**src/rtl/data_cache_ctrl.sv**
```systemverilog
// Direct-mapped, write-through, no-write-allocate data cache controller.
// Holds one word per line and serves CPU loads and stores against a simple request/ack memory port.
module data_cache_ctrl #(
  parameter int LINES = 16,
  parameter int WD    = 32
) (
  input  logic          clk,
  input  logic          reset,
  input  logic [WD-1:0] Ad,
  input  logic [WD-1:0] DIn,
  input  logic          RamRead,
  input  logic          RamWrite,
  input  logic [2:0]    func3,
  output logic [WD-1:0] DOut,
  output logic          stall,
  output logic          mem_req,
  output logic          mem_we,
  output logic [WD-1:0] mem_addr,
  output logic [WD-1:0] mem_wdata,
  output logic [3:0]    mem_wstrb,
  input  logic [WD-1:0] mem_rdata,
  input  logic          mem_ack
);

  localparam int IW = $clog2(LINES);
  localparam int TW = WD - IW - 2;

  localparam logic [1:0] IDLE   = 2'd0;
  localparam logic [1:0] REFILL = 2'd1;
  localparam logic [1:0] WRITE  = 2'd2;
  localparam logic [1:0] WDONE  = 2'd3;

  logic [1:0]       state_q, state_d;
  logic [LINES-1:0] valid_q, valid_d;
  logic [TW-1:0]    tag_q  [LINES];
  logic [WD-1:0]    data_q [LINES];

  logic [IW-1:0] idx;
  logic [TW-1:0] tag;
  logic          hit;

  assign idx = Ad[IW+1:2];
  assign tag = Ad[WD-1:IW+2];
  assign hit = valid_q[idx] && (tag_q[idx] == tag);

  // Store lane placement: data is replicated across lanes, strobes pick the live ones.
  logic [3:0]    lane_strb;
  logic [WD-1:0] lane_data;
  logic [WD-1:0] lane_mask;

  always_comb begin
    // NOTE: every always_comb output gets a default first so no path can infer a latch.
    lane_strb = 4'b1111;
    lane_data = DIn;
    case (func3[1:0])
      2'b00: begin
        lane_strb = 4'b0001 << Ad[1:0];
        lane_data = {4{DIn[7:0]}};
      end
      2'b01: begin
        lane_strb = Ad[1] ? 4'b1100 : 4'b0011;
        lane_data = {2{DIn[15:0]}};
      end
      default: begin
        lane_strb = 4'b1111;
        lane_data = DIn;
      end
    endcase
  end

  assign lane_mask = {{8{lane_strb[3]}}, {8{lane_strb[2]}},
                      {8{lane_strb[1]}}, {8{lane_strb[0]}}};

  assign mem_addr  = {Ad[WD-1:2], 2'b00};
  assign mem_wdata = lane_data;

  // Load extraction from the indexed line.
  logic [WD-1:0] rd_word;
  logic [7:0]    rd_byte;
  logic [15:0]   rd_half;

  always_comb begin
    rd_word = data_q[idx];
    rd_half = Ad[1] ? rd_word[31:16] : rd_word[15:0];
    case (Ad[1:0])
      2'b00:   rd_byte = rd_word[7:0];
      2'b01:   rd_byte = rd_word[15:8];
      2'b10:   rd_byte = rd_word[23:16];
      default: rd_byte = rd_word[31:24];
    endcase
    case (func3)
      3'b000:  DOut = {{(WD-8){rd_byte[7]}}, rd_byte};
      3'b001:  DOut = {{(WD-16){rd_half[15]}}, rd_half};
      3'b100:  DOut = {{(WD-8){1'b0}}, rd_byte};
      3'b101:  DOut = {{(WD-16){1'b0}}, rd_half};
      default: DOut = rd_word;
    endcase
  end

  logic          stall_c;
  logic          arr_we;
  logic [WD-1:0] arr_wdata;

  always_comb begin
    state_d   = state_q;
    valid_d   = valid_q;
    arr_we    = 1'b0;
    arr_wdata = mem_rdata;
    stall_c   = 1'b0;
    mem_req   = 1'b0;
    mem_we    = 1'b0;
    mem_wstrb = 4'b0000;
    case (state_q)
      IDLE: begin
        // A simultaneous read and write request is handled as a write.
        if (RamWrite) begin
          stall_c = 1'b1;
          state_d = WRITE;
        end else if (RamRead && !hit) begin
          stall_c = 1'b1;
          state_d = REFILL;
        end
      end
      REFILL: begin
        stall_c = 1'b1;
        mem_req = 1'b1;
        if (mem_ack) begin
          arr_we       = 1'b1;
          arr_wdata    = mem_rdata;
          valid_d[idx] = 1'b1;
          state_d      = IDLE;
        end
      end
      WRITE: begin
        stall_c   = 1'b1;
        mem_req   = 1'b1;
        mem_we    = 1'b1;
        mem_wstrb = lane_strb;
        if (mem_ack) begin
          if (hit) begin
            arr_we    = 1'b1;
            arr_wdata = (rd_word & ~lane_mask) | (lane_data & lane_mask);
          end
          state_d = WDONE;
        end
      end
      default: state_d = IDLE;
    endcase
  end

  // Reset aborts any pending request, so the CPU is released while it is held.
  assign stall = stall_c & ~reset;

  always_ff @(posedge clk or posedge reset) begin
    // NOTE: sequential state uses non-blocking assignments so every flop samples pre-edge values.
    if (reset) begin
      state_q <= IDLE;
      valid_q <= '0;
    end else begin
      state_q <= state_d;
      valid_q <= valid_d;
    end
  end

  // NOTE: tag/data arrays carry no reset; the valid bits alone make their contents meaningful.
  always_ff @(posedge clk) begin
    if (arr_we) begin
      tag_q[idx]  <= tag;
      data_q[idx] <= arr_wdata;
    end
  end

endmodule

```
**config.mk**
```make
export PLATFORM = sky130hd
export DESIGN_NAME = data_cache_ctrl
export DESIGN_NICKNAME = d
export VERILOG_FILES = /design/src/rtl/data_cache_ctrl.sv
export SDC_FILE = /design/constraint.sdc
export NUM_CORES = 1
export LEC_CHECK = 0
export ABC_AREA = 1
export CORE_UTILIZATION = 60
export DETAILED_ROUTE_END_ITERATION = 16
export PLACE_DENSITY_LB_ADDON = 0.12
export SLEW_MARGIN = 20
export SYNTH_ARGS = -nofsm -noshare
export SYNTH_HDL_FRONTEND = slang
export SYNTH_SLANG_ARGS = --single-unit
```
**constraint.sdc**
```tcl
create_clock -name clk -period 6.1 [get_ports clk]
set_input_delay 0.61 -clock clk [delete_from_list [all_inputs] [get_ports clk]]
set_output_delay 0.61 -clock clk [all_outputs]
set_load 0.05 [all_outputs]
```
* After elaboration in Yosys (flattened, before gate mapping)
Memories as Yosys holds them, arrays and structs flattened.
Cells that the tools add are included.
** Word-level totals
- Register bits :: 18
- RAM bits :: 928
- Bits of input ports :: 104
- Memories kept :: 2
** Cells by class
- Magnitude comparators :: 2
- Equality and inequality tests :: 12
- Shift-type cells :: 1
- Muxes and demuxes :: 30
- Bitwise logic cells :: 7
- Reduce and logical (&&, ||, !) cells :: 11
** Memory list
- data_q :: depth 16, bits a word 32, read ports 1, clocked after memory_dff 0, write ports 1, RTL line 36 : logic [WD-1:0] data_q [LINES];
- tag_q :: depth 16, bits a word 26, read ports 1, clocked after memory_dff 0, write ports 1, RTL line 35 : logic [TW-1:0] tag_q [LINES];
** Operators with widths (count)
- 32-bit case mux with 4 select lines :: 1
- 32-bit two-way mux :: 3
- 32-bit AND :: 2
- 32-bit case mux with 2 select lines :: 1
- 32-bit NOT :: 1
- 32-bit OR :: 1
- 26-bit equality test :: 1
- 8-bit case mux with 3 select lines :: 1
- 16-bit two-way mux :: 1
- 16-bit OR :: 1
- 1-bit two-way mux :: 11
- 2-bit two-way mux :: 4
- 4-bit two-way mux :: 2
- 4-bit case mux with 2 select lines :: 1
- 2-bit by 1-bit equality test with 1-bit output (second input constant) :: 3
- 3-bit equality test (second input constant) :: 2
- 2-bit logical NOT :: 3
- 2-bit case mux with 3 select lines :: 1
- 4-bit by 5-bit < comparator with 1-bit output (second input constant) :: 1
- 1-bit binary-select mux with 4-bit select :: 1
- 1-bit demux with 4-bit select :: 1
- 2-bit equality test (second input constant) :: 2
- 4-bit by 1-bit greater-or-equal comparator with 1-bit output (second input constant) :: 1
- 2-bit != test (second input constant) :: 2
- 12 further kinds :: 15

* Depth between registers and ports, before layout
Gate-level depths: netlist of run 1.
- Depth after elaboration :: 9
- Mapped depth :: 23

* Worst setup path before layout of run 1
Ideal clock, no wire load.
- Path type :: input port to flip-flop
- From :: input Ad[2]
- To :: memory data_q[1][0] (enable)
- Setup time :: 0.474 ns
- Arrival :: 4.706 ns
- Required time :: 5.626 ns
- Path slack :: 0.920 ns
- Stages :: 18
- Buffers on the path :: 3
- Cells stage by stage :: buf_4 > buf_4 > buf_4 > nand2_1 > nand2_1 > nand2_1 > nand3_1 > nand2_1 > nand2_1 > o21bai_1 > nand2_1 > nor3_1 > nand2_1 > nor2_1 > nand3b_2 > nand2_1 > nand2_2 > nor2_1
** Between the ends
- Cells in the longest elaborated chain, start to end :: 8
** RTL lines
- start, declared :: RTL line 9 : input logic [WD-1:0] Ad,
- memory 16 x 26 bit or 1-bit binary-select mux with 4-bit select (tied branches)
- 26-bit equality test or 1-bit two-way mux (tied branches) :: RTL line 44 : assign hit = valid_q[idx] && (tag_q[idx] == tag);
- 1-bit logical AND :: RTL line 44
- 1-bit two-way mux :: RTL line 140 : if (hit) begin
- 1-bit two-way mux :: RTL line 139 : if (mem_ack) begin
- 1-bit case mux with 2 select lines :: RTL line 113 : case (state_q)
- 1-bit two-way mux :: RTL line 167 : if (arr_we) begin
- 1-bit two-way mux (implied by the code) :: RTL line 169 : data_q[idx] <= arr_wdata;
- end, declared :: RTL line 36
Parallel ways exist; a longest one is shown, timed or not. The select of a mux whose other input is x is not followed.

* Worst setup path in the final report of run 1
- From :: input Ad[4]
- To :: output DOut[8]
** Between the ends
- Cells in the longest elaborated chain, start to end :: 3
** RTL lines
- memory 16 x 32 bit (*)
- 8-bit case mux with 3 select lines or 16-bit two-way mux (tied branches) :: RTL line 85, 84
- 32-bit case mux with 4 select lines (*) :: RTL line 91 : case (func3)
- end, declared :: RTL line 14 : output logic [WD-1:0] DOut,
Every way passes the cells marked *; elsewhere a longest branch is shown, timed or not.

==> flow_metrics.py, run 1 <==
metrics = {
    "grt": {
        "grt_pass1_wl_microns": 160000,
        "grt_remaining_overflow": 0,
        "grt_max_degree": 89,
        "grt_usage_pct": 32.4,
        "grt_pass1_vias": 26454,
        "antenna_found_initial": 0,
    },
    "detailed_routing": {
        "drt-met1-wl_microns": 40700,
        "drcViolationCount": 0,
        "wl_per_cell_microns": 24.2,
        "via_per_inst": 6.03,
        "routed-wl-met3_microns": 9010,
        "drt_pass1_iterations": 5,
        "highest_layer": "met4",
        "wl_met2_microns": 52700,
        "drt-initial-drc-count": 2833,
        "wirelength_microns": 106000,
        "antenna_left": 0,
        "vias": 26400,
    },
    "clock_network": {
        "postCtsSetupRepairBufs": 0,
        "ctsHoldBuffers": 0,
        "cts_sinks": 946,
        "clock-root-buffer": "clkbuf_16",
        "h-tree-depth": 3,
        "cts_tree": "built",
        "postCtsResizedCells": 0,
        "clock_latency_ps": 660,
        "clk_pin_slew_worst_paths_ps": 60,
        "cts_buffers": 92,
        "cts.path.max_buffers": 3,
    },
    "power": {
        "max-vdd-ir-drop_mv": 0.209,
        "p_leak_nw": 16.7,
        "power.density_mw_per_mm2": 315,
    },
    "synthesis": {
        "yosysTopAreaCellShare_pct": 71.3,
        "synth-simple-area-share_pct": 15.8,
        "synthAdderAreaFrac_pct": 0.128,
        "synth_area_sq_mm": 0.0391,
        "ys_warn_count": 0,
        "synth_largest_area_cell": "edfxtp_1",
        "ys_ff_latch": 946,
        "synth_edf_count": 928,
        "yosys-top-cells-area": "edfxtp_1 (71%), nand2_1 (13%), a22oi_1 (4.9%), buf_4 (1.2%), dfrtp_1 (1.2%)",
        "synth-compound-area-share_pct": 7.96,
        "dominantRegCellSynth": "edfxtp_1",
        "syn_inst": 3269,
        "synth-seq-area-share_pct": 72.4,
        "synth_top_family_by_area": "simple AND/OR/NAND/NOR gates",
        "syn_area_per_cell_sq_um": 12.0,
        "synthXorXnorAreaFrac_pct": 0,
        "synthArstFlopShare_pct": 1.90,
        "synth.mux.area_fraction_pct": 0,
        "synth_cell_types": 35,
    },
    "placed_design": {
        "place_ws_ps": 909,
        "gp_routability_congestion": 0.947,
        "port_buffers": 204,
        "dp_cells": 4211,
        "place_hpwl_microns": 62200,
    },
    "timing": {
        "worst_slew_pin_slew_ps": 1130,
        "finalSetupTns_ps": 0,
        "maxSlewHeadroom_pct": 24.5,
        "fmaxAchievable_mhz": 191,
        "period_needed_ps": 5250,
        "final_hold_viol_count": 0,
        "finalCritPeriodShare_pct": 86.0,
        "drv_slew": 0,
        "setup_viol": 0,
        "rsz0062_at_grt": "no",
        "postLayoutSetupSlackWorst_ps": 852,
        "clock_skew_ps": 26.2,
    },
    "setup_path": {
        "end_kind": "output pin",
        "startpoint": "Ad[4]",
        "reg2reg_to": "tag_q[2][15]$_DFFE_PP_",
        "path_max_fanout": 28,
        "worstRegToRegCells": 17,
        "rrSetupSlack_ps": 2400,
        "cp-start-kind": "input pin",
        "cp.required_ps": 5490,
        "crit_type": "in2out",
        "arrival_ps": 4640,
        "r2r-start": "tag_q[0][15]$_DFFE_PP_",
        "endpoint": "DOut[8]",
    },
    "final_layout": {
        "n_antenna_cell": 0,
        "stdcell_count": 4375,
        "final_cell_mix": "nand2_1 (1389), edfxtp_1 (928), a22oi_1 (256), clkdlybuf4s50_1 (178), clkbuf_16 (93)",
        "final_common_cell": "nand2_1",
        "nNetsFinal": 3558,
        "syn2layout_area_growth_pct": 14.9,
        "drive_gt1_share_pct": 7.76,
    },
    "floorplanning": {
        "coreArea_sq_mm": 0.0645,
        "ioPinCount": 207,
        "die_w_microns": 257,
        "start_util_pct": 60.6,
        "die_h_microns": 257,
        "dieArea_sq_mm": 0.0662,
        "rows": 93,
    },
    "hold_path": {
        "hp-class": "in2async",
    },
    "run_status": {
        "status": "completed",
    },
    "job": {
        "drv_cap": 0,
    },
}
==> cells by family (layout without fill, tap and decap cells) <==
family                     after synthesis  in the layout
and+or+nand+nor                       1591           1591
other                                    1              2
adders and majority gates                4              4
buffers and inverters                  282            532
AOI/OAI and AO/OA                      445            445
DFF                                    946            946
==> worst max-delay path, cell delays in order <==
cell and delay [ps]:
clkdlybuf4s50_1 650, nand2_2 320, inv_2 620, buf_4 540, nand2_1 130, nand2_1 90
nor2_1 70, nor3_1 150, nor2_1 60, nand2_1 60, o21ai_0 70, nor2_1 140
nand2_1 410, buf_4 330, o221ai_1 90, buf_4 240
==> final cells by class <==
type                       instances  area, sq um
clock buffer                     116         2410
tap                              855         1070
timing repair buffer             291         2980
sequential                       946        28300
multi-input combinational       2042         9490
inverter                          77          299
fill                            4522        19500
clock inverter                    48          359
==> layer usage <==
metal	GRT usage [%]	up-vias
li1	-	11862
met1	42.3	12981
met2	55.1	1358
met3	4.74	199
met4	12.2	0
met5	0	-
==> worst min path at each step <==
stage                                    to  depth (start not counted)
floorplan            valid_q[0]$_DFFE_PP0P_                          2
global placement     valid_q[8]$_DFFE_PP0P_                          2
detailed placement  valid_q[12]$_DFFE_PP0P_                          2
CTS                  state_q[1]$_DFFE_PP0P_                          2
global route         valid_q[0]$_DFFE_PP0P_                          2
finish               state_q[0]$_DFFE_PP0P_                          2
==> synth_stat cells (4+ instances only) <==
| cell type | number |
|---|---|
| edfxtp_1 | 928 |
| a22oi_1 | 256 |
| a21oi_1 | 29 |
| inv_1 | 70 |
| o22ai_1 | 11 |
| buf_2 | 70 |
| dfrtp_1 | 18 |
| nor2_1 | 85 |
| ha_1 | 4 |
| o21bai_1 | 22 |
| buf_6 | 6 |
| nor3_1 | 9 |
| o221ai_1 | 15 |
| clkbuf_1 | 49 |
| o21ai_1 | 13 |
| nand2_1 | 1389 |
| nand3_1 | 54 |
| nand4_1 | 29 |
| nor2_2 | 15 |
| buf_1 | 19 |
| o21ai_0 | 61 |
| a221o_1 | 5 |
| nand2_2 | 5 |
| a21boi_0 | 4 |
| buf_4 | 61 |
| inv_2 | 5 |
| o211ai_1 | 26 |
==> sequential cells by signal, summed over array words and instances (netlist names) <==
signal / cells
tag_q: 416
data_q: 512
state_q: 2
valid_q: 16
==> metrics by stage <==
| step | instance area, sq um | hold slack [ps] | utilization [%] | power (W) |
|---|---|---|---|---|
| 2_1_floorplan | 39100 | 427 | - | 0.00837 |
| 3_3_place_gp | 42200 | 438 | 65.4 | 0.00898 |
| 3_5_place_dp | 42200 | 445 | 65.4 | 0.00901 |
| 4_1_cts | 44900 | 438 | 69.7 | 0.0142 |
| 5_1_grt | 44900 | 475 | 69.7 | 0.0146 |
| 6_report | 44900 | 461 | 69.7 | 0.0142 |
==> power breakdown <==
group          leakage [nW]  total [W]  internal (W)  switching, W
Sequential             8.55    0.00730       0.00725     0.0000457
Combinational          6.78    0.00160      0.000475       0.00113
Clock                  1.36    0.00526       0.00290       0.00236
No activity file was read; power rests on OpenSTA's default activity.
==> inputs of run 2 (changes only) <==
- PLACE_DENSITY_LB_ADDON: 0.12 -> 0.25
==> run 2 against run 1 <==
Via count is 1.3% higher. Combinational power hardly changed. Non-clock buffer count down 9. Final cell count hardly changed. Power is 2.5% higher. First-iteration DRC count rose by 17%. Sequential power barely moved. Die area is the same. Clock-buffer cell count down 9. Core utilization grew 0.50 points. Critical path depth is 1 higher. Critical endpoint is now DOut[12].
==> flow_metrics.py, run 2 (synthesis gave the netlist of run 1 again) <==
metrics = {
    "setup_path": {
        "rrSetupSlack_ps": 2200,
        "crit_path_top_delay_cell": "inv_6",
        "path_max_fanout": 114,
        "cp.required_ps": 5490,
        "reg2reg_to": "tag_q[0][14]$_DFFE_PP_",
        "worstRegToRegCells": 16,
        "arrival_ps": 4700,
        "crit_path_cell_trace": "buf_4 > nand2_2 > inv_6 > buf_12 > a22oi_1 > nand2_1 > nand2_1 > nand4_1 > nand2_1 > inv_1 > nor2_1 > nand2_1 > o21ai_0 > nor2_1 > nand2_1 > o221ai_1 > buf_12",
        "r2r-start": "tag_q[5][15]$_DFFE_PP_",
        "end_kind": "output pin",
        "crit_top_cell": "nand2_1",
        "crit_buf_inv": 5,
        "cp-start-kind": "input pin",
        "max_stage_delay_ps": 630,
        "crit_family": "buffers and inverters",
        "crit_type": "in2out",
    },
    "timing": {
        "period_needed_ps": 5310,
        "rsz0062_at_grt": "no",
        "finalSetupTns_ps": 0,
        "whs_ps": 465,
        "finalCritPeriodShare_pct": 87.1,
        "setup_viol": 0,
        "maxSlewHeadroom_pct": 29.9,
        "final_hold_viol_count": 0,
        "fmaxAchievable_mhz": 188,
        "clock_skew_ps": 30.0,
        "worst_slew_pin_slew_ps": 1050,
        "drv_slew": 0,
        "postLayoutSetupSlackWorst_ps": 789,
    },
    "power": {
        "swShare_pct": 24.6,
        "power.density_mw_per_mm2": 321,
        "p_comb_share_pct": 11.2,
        "p_leak_nw": 16.8,
        "max-vdd-ir-drop_mv": 0.188,
        "sequentialPowerShare_pct": 50.2,
        "power_frac_clock_pct": 38.6,
        "p_sw_w": 0.00358,
        "p_int_w": 0.0109,
    },
    "final_layout": {
        "largest_register": "data_q",
        "final_common_cell": "nand2_1",
        "stdcell_count": 4371,
        "fill_cells": 4324,
        "largest_reg_flops": 512,
        "syn2layout_area_growth_pct": 15.7,
        "nNetsFinal": 3548,
        "drive_gt1_share_pct": 7.91,
        "top_regs": "data_q (512), tag_q (416), valid_q (16)",
        "final_cell_mix": "nand2_1 (1389), edfxtp_1 (928), a22oi_1 (256), clkdlybuf4s50_1 (177), clkbuf_16 (94)",
    },
    "floorplanning": {
        "dieArea_sq_mm": 0.0662,
        "coreArea_sq_mm": 0.0645,
        "die_w_microns": 257,
        "ioPinCount": 207,
        "die_h_microns": 257,
        "start_util_pct": 60.6,
        "rows": 93,
    },
    "detailed_routing": {
        "drt-initial-drc-count": 3301,
        "vias": 26750,
        "drcViolationCount": 0,
        "drt_pass1_iterations": 7,
        "antenna_left": 0,
        "wl_per_cell_microns": 24.2,
        "wirelength_microns": 106000,
        "via_per_inst": 6.12,
    },
    "placed_design": {
        "dp_cells": 4202,
        "port_buffers": 204,
        "place_ws_ps": 858,
        "gp_routability_congestion": 0.937,
        "place_hpwl_microns": 61000,
    },
    "job": {
        "drv_cap": 0,
    },
    "clock_network": {
        "ctsHoldBuffers": 0,
        "cts.path.max_buffers": 3,
        "clock_latency_ps": 650,
        "clock-root-buffer": "clkbuf_16",
        "clk_pin_slew_worst_paths_ps": 60,
        "h-tree-depth": 3,
        "cts_buffers": 91,
        "cts_tree": "built",
        "postCtsSetupRepairBufs": 0,
        "postCtsResizedCells": 0,
        "cts_sinks": 946,
    },
    "grt": {
        "grt_max_degree": 115,
        "grt_remaining_overflow": 0,
        "top_usage_layer": "met2",
        "grt.met1_usage_pct": 43.4,
        "grt_pass1_wl_microns": 158000,
        "antenna_found_initial": 0,
        "use_met2_pct": 51.8,
        "grt_usage_pct": 32.0,
        "grt_pass1_vias": 26116,
        "grtUsageMet3_pct": 5.04,
    },
    "run_status": {
        "status": "completed",
    },
    "hold_path": {
        "hp-class": "in2async",
    },
}
-- run 2: changes by cell type in the layout (fill, tap and decap cells not counted), sizes merged --
cell	previous run	this run
clkbuf	116	107
buf	113	105
bufinv	2	9
clkinvlp	2	6
inv	78	80
clkdlybuf4s50	178	177
diode	0	1
-- run 2: per-layer routing --
metal,part of all wire [%],up-vias
met5,0,-
met4,3.9,0
met3,9.9,245
met2,48,1636
met1,38,13022
li1,-,11847
-- run 2: power by group through the flow --
stage / clock network (W) / registers (W) / logic, W
finish: 0.00560 / 0.00729 / 0.00162
global placement: 0 / 0.00742 / 0.00157
global route: 0.00588 / 0.00730 / 0.00172
detailed placement: 0 / 0.00743 / 0.00160
floorplan: 0 / 0.00742 / 0.000952
CTS: 0.00564 / 0.00729 / 0.00161
-- run 2: how the worst max path moves through the flow --
stage,endpoint,cells past startpoint,startpoint
6_report,DOut[12],17,Ad[2]
5_1_grt,DOut[12],17,Ad[2]
4_1_cts,DOut[12],17,Ad[2]
3_5_place_dp,tag_q[13][8]$_DFFE_PP_,17,Ad[5]
3_3_place_gp,DOut[12],17,Ad[2]
2_1_floorplan,data_q[1][0]$_DFFE_PP_,18,Ad[2]
-- run 2: area by class of cell --
class / count / area [sq um] / area share, %
flip-flops and latches: 946 / 28300 / 62.6
multi-input cells: 2042 / 9490 / 21.0
clock buffers: 107 / 2400 / 5.31
clock inverters: 61 / 563 / 1.24
diodes: 1 / 2.50 / 0.00553
repair buffers: 282 / 3110 / 6.87
well taps: 855 / 1070 / 2.36
inverters: 77 / 299 / 0.661
-- run 2: metrics by stage --
stage	total power [W]	instance area [sq um]	utilization, %
after global placement	0.00899	42300	65.6
after global routing	0.0149	45200	70.2
after floorplan	0.00837	39100	-
final	0.0145	45200	70.2
after CTS	0.0145	45200	70.2
after detailed placement	0.00902	42300	65.6
